--- config.mk ---
export PLATFORM = sky130hd
export DESIGN_NAME = fifo_v3
export DESIGN_NICKNAME = d
export VERILOG_FILES = /design/src/rtl/fifo_v3.sv
export SDC_FILE = /design/constraint.sdc
export NUM_CORES = 1
export LEC_CHECK = 0
export BUFFER_PORTS_ARGS = -buffer_cell sky130_fd_sc_hd__buf_2
export CAP_MARGIN = 5
export CORE_AREA = 4 4 170 172
export CTS_CLUSTER_DIAMETER = 150
export DETAILED_ROUTE_END_ITERATION = 8
export DIE_AREA = 0 0 174 176
export GPL_TIMING_DRIVEN = 0
export PLACE_DENSITY = 0.64
export SYNTH_ARGS = -nofsm -noshare
export SYNTH_HDL_FRONTEND = slang
export SYNTH_SLANG_ARGS = --single-unit
export TNS_END_PERCENT = 30
--- constraint.sdc ---
create_clock -name clk_i -period 3.2 [get_ports clk_i]
set_input_delay 0.32 -clock clk_i [delete_from_list [all_inputs] [get_ports clk_i]]
set_output_delay 0.32 -clock clk_i [all_outputs]
set_load 0.02 [all_outputs]
--- src/rtl/fifo_v3.sv ---
// fifo_v3: register-based synchronous FIFO with optional fall-through and flush.
module fifo_v3 #(
    parameter bit          FALL_THROUGH = 1'b0,
    parameter int unsigned DATA_WIDTH   = 32,
    parameter int unsigned DEPTH        = 8,
    parameter type         dtype        = logic [DATA_WIDTH-1:0],
    localparam int unsigned ADDR_DEPTH  = (DEPTH > 1) ? $clog2(DEPTH) : 1
) (
    input  logic                  clk_i,
    input  logic                  rst_i,
    input  logic                  flush_i,
    input  logic                  testmode_i,
    output logic                  full_o,
    output logic                  empty_o,
    output logic [ADDR_DEPTH-1:0] usage_o,
    input  dtype                  data_i,
    input  logic                  push_i,
    output dtype                  data_o,
    input  logic                  pop_i
);
    localparam int unsigned FIFO_DEPTH = (DEPTH > 0) ? DEPTH : 1;
    localparam logic [ADDR_DEPTH:0]   FULL_CNT = (ADDR_DEPTH + 1)'(FIFO_DEPTH);
    localparam logic [ADDR_DEPTH-1:0] LAST_PTR = ADDR_DEPTH'(FIFO_DEPTH - 1);
    logic [ADDR_DEPTH-1:0] read_ptr_q, write_ptr_q, read_ptr_d, write_ptr_d;
    logic [ADDR_DEPTH:0]   status_cnt_q, status_cnt_d;
    dtype                  mem_q [FIFO_DEPTH];
    logic                  bypass, do_push, do_pop, unused_testmode;
    assign unused_testmode = testmode_i;
    always_comb begin
        full_o       = status_cnt_q == FULL_CNT;
        empty_o      = (status_cnt_q == '0) && !(FALL_THROUGH && push_i);
        usage_o      = status_cnt_q[ADDR_DEPTH-1:0];
        bypass       = FALL_THROUGH && (status_cnt_q == '0) && push_i;
        data_o       = bypass ? data_i : mem_q[read_ptr_q];
        // A fall-through word that is popped immediately never touches storage.
        do_push      = push_i && !full_o && !(bypass && pop_i);
        do_pop       = pop_i && !empty_o && !bypass;
        write_ptr_d  = do_push ? ((write_ptr_q == LAST_PTR) ? '0 : write_ptr_q + 1'b1) : write_ptr_q;
        read_ptr_d   = do_pop ? ((read_ptr_q == LAST_PTR) ? '0 : read_ptr_q + 1'b1) : read_ptr_q;
        status_cnt_d = status_cnt_q + (ADDR_DEPTH + 1)'(do_push) - (ADDR_DEPTH + 1)'(do_pop);
    end
    always_ff @(posedge clk_i) begin
        if (rst_i) begin
            read_ptr_q   <= '0;
            write_ptr_q  <= '0;
            status_cnt_q <= '0;
            for (int i = 0; i < int'(FIFO_DEPTH); i++) mem_q[i] <= '0;
        end else if (flush_i) begin
            read_ptr_q   <= '0;
            write_ptr_q  <= '0;
            status_cnt_q <= '0;
        end else begin
            read_ptr_q   <= read_ptr_d;
            write_ptr_q  <= write_ptr_d;
            status_cnt_q <= status_cnt_d;
            if (do_push) mem_q[write_ptr_q] <= data_i;
        end
    end
`ifndef SYNTHESIS
    depth_legal: assert property (@(posedge clk_i) DEPTH > 0)
        else $error("fifo_v3: DEPTH must be greater than zero");
    push_full: assert property (@(posedge clk_i) disable iff (rst_i) !(push_i && full_o))
        else $warning("fifo_v3: push while full dropped");
    pop_empty: assert property (@(posedge clk_i) disable iff (rst_i) !(pop_i && empty_o))
        else $warning("fifo_v3: pop while empty ignored");
`endif
endmodule

Word level (Yosys, flattened, before mapping)

Memory sizes are Yosys's and may differ from the RTL's. A register that Yosys moved wholly into a read port is not among the register bits.
Cells that the tools add are included.

Reduce and logical (&&, ||, !) cells: 7
$add $sub $neg: 4
Multiplexer cells: 13
Equal/unequal tests: 3

Operators by type and width:

| operator            | number |
|---|---|
| $mux 32             | 1 |
| $reduce_or 32->1    | 1 |
| $mux 3              | 5 |
| $mux 1              | 7 |
| $add 3x1->3 const B | 2 |
| $eq 3x3->1 const B  | 2 |
| $add 4x1->4         | 1 |
| $eq 4x4->1 const B  | 1 |
| $logic_not 4->1     | 1 |
| $sub 4x1->4         | 1 |
| $logic_and 1x1->1   | 2 |
| $logic_not 1->1     | 2 |
| $reduce_or 2->1     | 1 |

Register bits after elaboration: 10
Memories kept: 1
Input port bits: 38
RAM bits: 256

Memory list:

| name  | depth | width | read ports | clocked after Yosys merged registers in | write ports | RTL line | RTL |
|---|---|---|---|---|---|---|---|
| mem_q | 8     | 32    | 1          | 1                                       | 8           | 26       | `dtype mem_q [FIFO_DEPTH];` |

Longest topological paths before layout

Depth in word-level cells: 9
Depth in mapped cells: 12
Mapped depth without buffers: 12

Worst setup path after synthesis

Ideal clock, no wire load.

Path type: flip-flop to flip-flop
From: register status_cnt_q[2]
To: memory mem_q[2][0] (netlist name), enable pin
Setup slack: 191 ps
Stages on the path, launching flop included: 7
Setup time: 428 ps
Buffers on the path: 1
Arrival time: 2581 ps
Cells stage by stage: dfxtp_1 -> inv_1 -> ha_1 -> or3b_1 -> buf_4 -> nand4_1 -> o21bai_1

RTL lines:

| what                   | RTL line | RTL |
|---|---|---|
| from (decl)            | 25       | `logic [ADDR_DEPTH:0] status_cnt_q, status_cnt_d;` |
| from (signal assigned) | 55       | `status_cnt_q <= status_cnt_d;` |
| to (decl)              | 26       |  |

==> metrics <==
status=completed; reg2reg path depth=3; fin crit period=2890 ps; Core Area=27500 sq um; most instantiated cells after synthesis=256 x edfxtp_1, 101 x nor2_1, 96 x and3_1; share of layout cells above drive strength 1=0.284; Slew Limit Headroom=0.306; HP Class=input pin to register; Crit. Startpoint=write_ptr_q[2]; Max Cap Violations=0; Worst Path Max Fanout=32; asr flop ratio synth=0; fin cells=1262; FF/Latch Area=7950 sq um; Worst setup endpoint=mem_q[1][26]; DRT antenna net count=0; area of the multi-input gates=3890 sq um; CTS Root Cell=clkbuf_16; Reg-to-Reg Start=write_ptr_q[2]; placed cell area=13100 sq um; NetSw=1770 uW; total wire length=28900 um; CTS max path bufs=3; CP Class=register to register; Flop pwr share=0.512; TritonCTS buffer count=28; Place WS=384 ps; Initial Utilization=0.444; width of the die=174 um; # placed instances=1211; Layout Nets=944; Reg2Reg Setup Slack=310 ps; routed vias/inst=5.57; Vias=7032; dpl hpwl=18200 um; CP cell instances=nor2_1 -> clkbuf_1 -> a21o_2; Area growth, synth to finish=14.7%; number of global-route vias before repair=7400; RD Place Congestion=0.764; Fillers=2357; Final Cycle Share=0.902; Ys Warns=0; largest net degree at the start of global routing=33; sw frac=0.225; leakage power=0.00545 uW; clk_lat worst skew=540 ps; mean post-synth cell area=15.5 sq um; gr usage total=0.189; Final Core Density=0.510; total die area=30600 sq um; Worst path slowest cell=a21o_2; data required time of the worst path=3360 ps; final setup fails=0; Syn Std Cell Area=12200 sq um; height of the chip=176 um; Achievable Freq=346 MHz; Final Max Tran Viols=0; peak supply drop=0.325 mV; Pwr Density=562 nW/um^2; Crit path arrival time=3040 ps; num ports=75; CTS tree=built; GR Overflow Total=0; skew final=8.71 ps; Seq/Total Area, Yosys=0.651; H-tree Lvls=1; # Post-CTS Setup Buffers=0; clk sinks=269; post-synth cell types=39; RSZ-0062 raised after global routing=false; Finished Cell Area=14000 sq um; crit end category=register; DR WL/cell=22.9 um; syn nets=839; Post-synth EDFFs=256; placement row count=61; Clk pin slew, worst setup/hold paths=60 ps; Antenna Cells=0; global-route wire length before repair=44400 um; CTS resizes=0; CP max stage delay=840 ps; Hold-fix buffers, CTS=0; cell count after synthesis=790; Gate power share=0.081; drt pass-1 iters=5; Buffers on Ports=72; DRC violations left=0; worst-margin pin slew=1040 ps; setup ws final=312 ps; ys flop type=edfxtp_1; final hold viol count=0; Initial DRC Count=560; CP Launch Type=register; Internal=6100 uW; hold_ws=93.3 ps; Clock Power Share=0.407; Critical R2R Capture=mem_q[1][26]; Synth Register Bits=269; share of the synthesized area in the top cell type=0.630; initial antenna violation count=1; dominant cells by area after synthesis=edfxtp_1 63%, mux4_2 12%, and3_1 4.9%; most frequent cell after synthesis=edfxtp_1; Synth area leader=edfxtp_1
sequential cells by signal, summed over array words and instances (netlist names), named ones only:
name and cells:
status_cnt_q 4, mem_q 256, write_ptr_q 3, read_ptr_q 3
metrics by stage:
step	total power [uW]	setup TNS (ps)
finish	7860	0
global route	8110	0
CTS	7910	0
detailed placement	4740	0
global placement	4720	-162390
floorplan	4490	0
final cells by class:
class / count / share of cell area
Clock buffer: 39 / 0.0559
Tap cell: 346 / 0.0309
Timing Repair Buffer: 75 / 0.0300
Sequential cell: 269 / 0.568
Inverter: 10 / 0.00304
Clock inverter: 12 / 0.00849
Multi-Input combinational cell: 448 / 0.278
Buffer: 63 / 0.0257
kinds of logic (layout without fill, tap and decap cells):
family / Yosys count / after routing / share of synthesized area
buf+inv: 73 / 199 / 0.0330
xor+xnor: 1 / 1 / 0.000718
fa+ha+maj: 11 / 11 / 0.0119
mux: 97 / 97 / 0.148
compound gates: 20 / 20 / 0.00963
simple gates: 319 / 319 / 0.145
flops: 269 / 269 / 0.651
placed cells by master (no fill, tap or decap), types with 2 or more instances in the layout:
master     instances
clkbuf_1          33
a21oi_1            7
or4_1              2
nor2_1           101
o21bai_4           3
clkinv_4           3
nor2b_1            2
nand2b_1          32
and3_1            96
mux2_2            32
buf_6             11
or2_2              2
clkinv_2           6
buf_4              5
buf_2             90
bufinv_16          2
buf_1              4
inv_1              9
ha_1              10
buf_12             3
clkbuf_16         29
o21ai_0            6
nand4_1            3
dfxtp_1           13
mux4_2            64
edfxtp_1         256
clkbuf_8           2
nand2_1            3
nand3_1            3
and2_1            65
a21o_2             3
worst min-delay path by stage:
| stage | to | startpoint | depth (start not counted) |
|---|---|---|---|
| detailed placement | read_ptr_q[1] | read_ptr_q[1] | 2 |
| CTS | read_ptr_q[2] | pop_i | 3 |
| floorplan | register | read_ptr_q[1] | 2 |
| global placement | read_ptr_q[1] | read_ptr_q[1] | 2 |
| global route | read_ptr_q[2] | pop_i | 3 |
| finish | read_ptr_q[2] | pop_i | 3 |
power by group through the flow:
stage	registers, uW	logic (uW)	clock network (uW)
finish	4030	633	3200
CTS	4030	642	3240
global route	4040	693	3380
floorplan	4090	403	0
global placement	4110	617	0
detailed placement	4110	638	0
worst max-delay path: cells and delay by family, from the launching register on:
family / cells / cell delay, ps
AOI/OAI and AO/OA: 1 / 840
buffers and inverters: 1 / 620
DFF: 1 / 370
and+or+nand+nor: 1 / 650
routing by layer:
metal,share of wire,track usage
met1,0.43,0.265
met4,0.018,0.0468
met5,0.00048,0
met2,0.49,0.314
met3,0.065,0.0293
No activity file was read; power rests on OpenSTA's default activity.
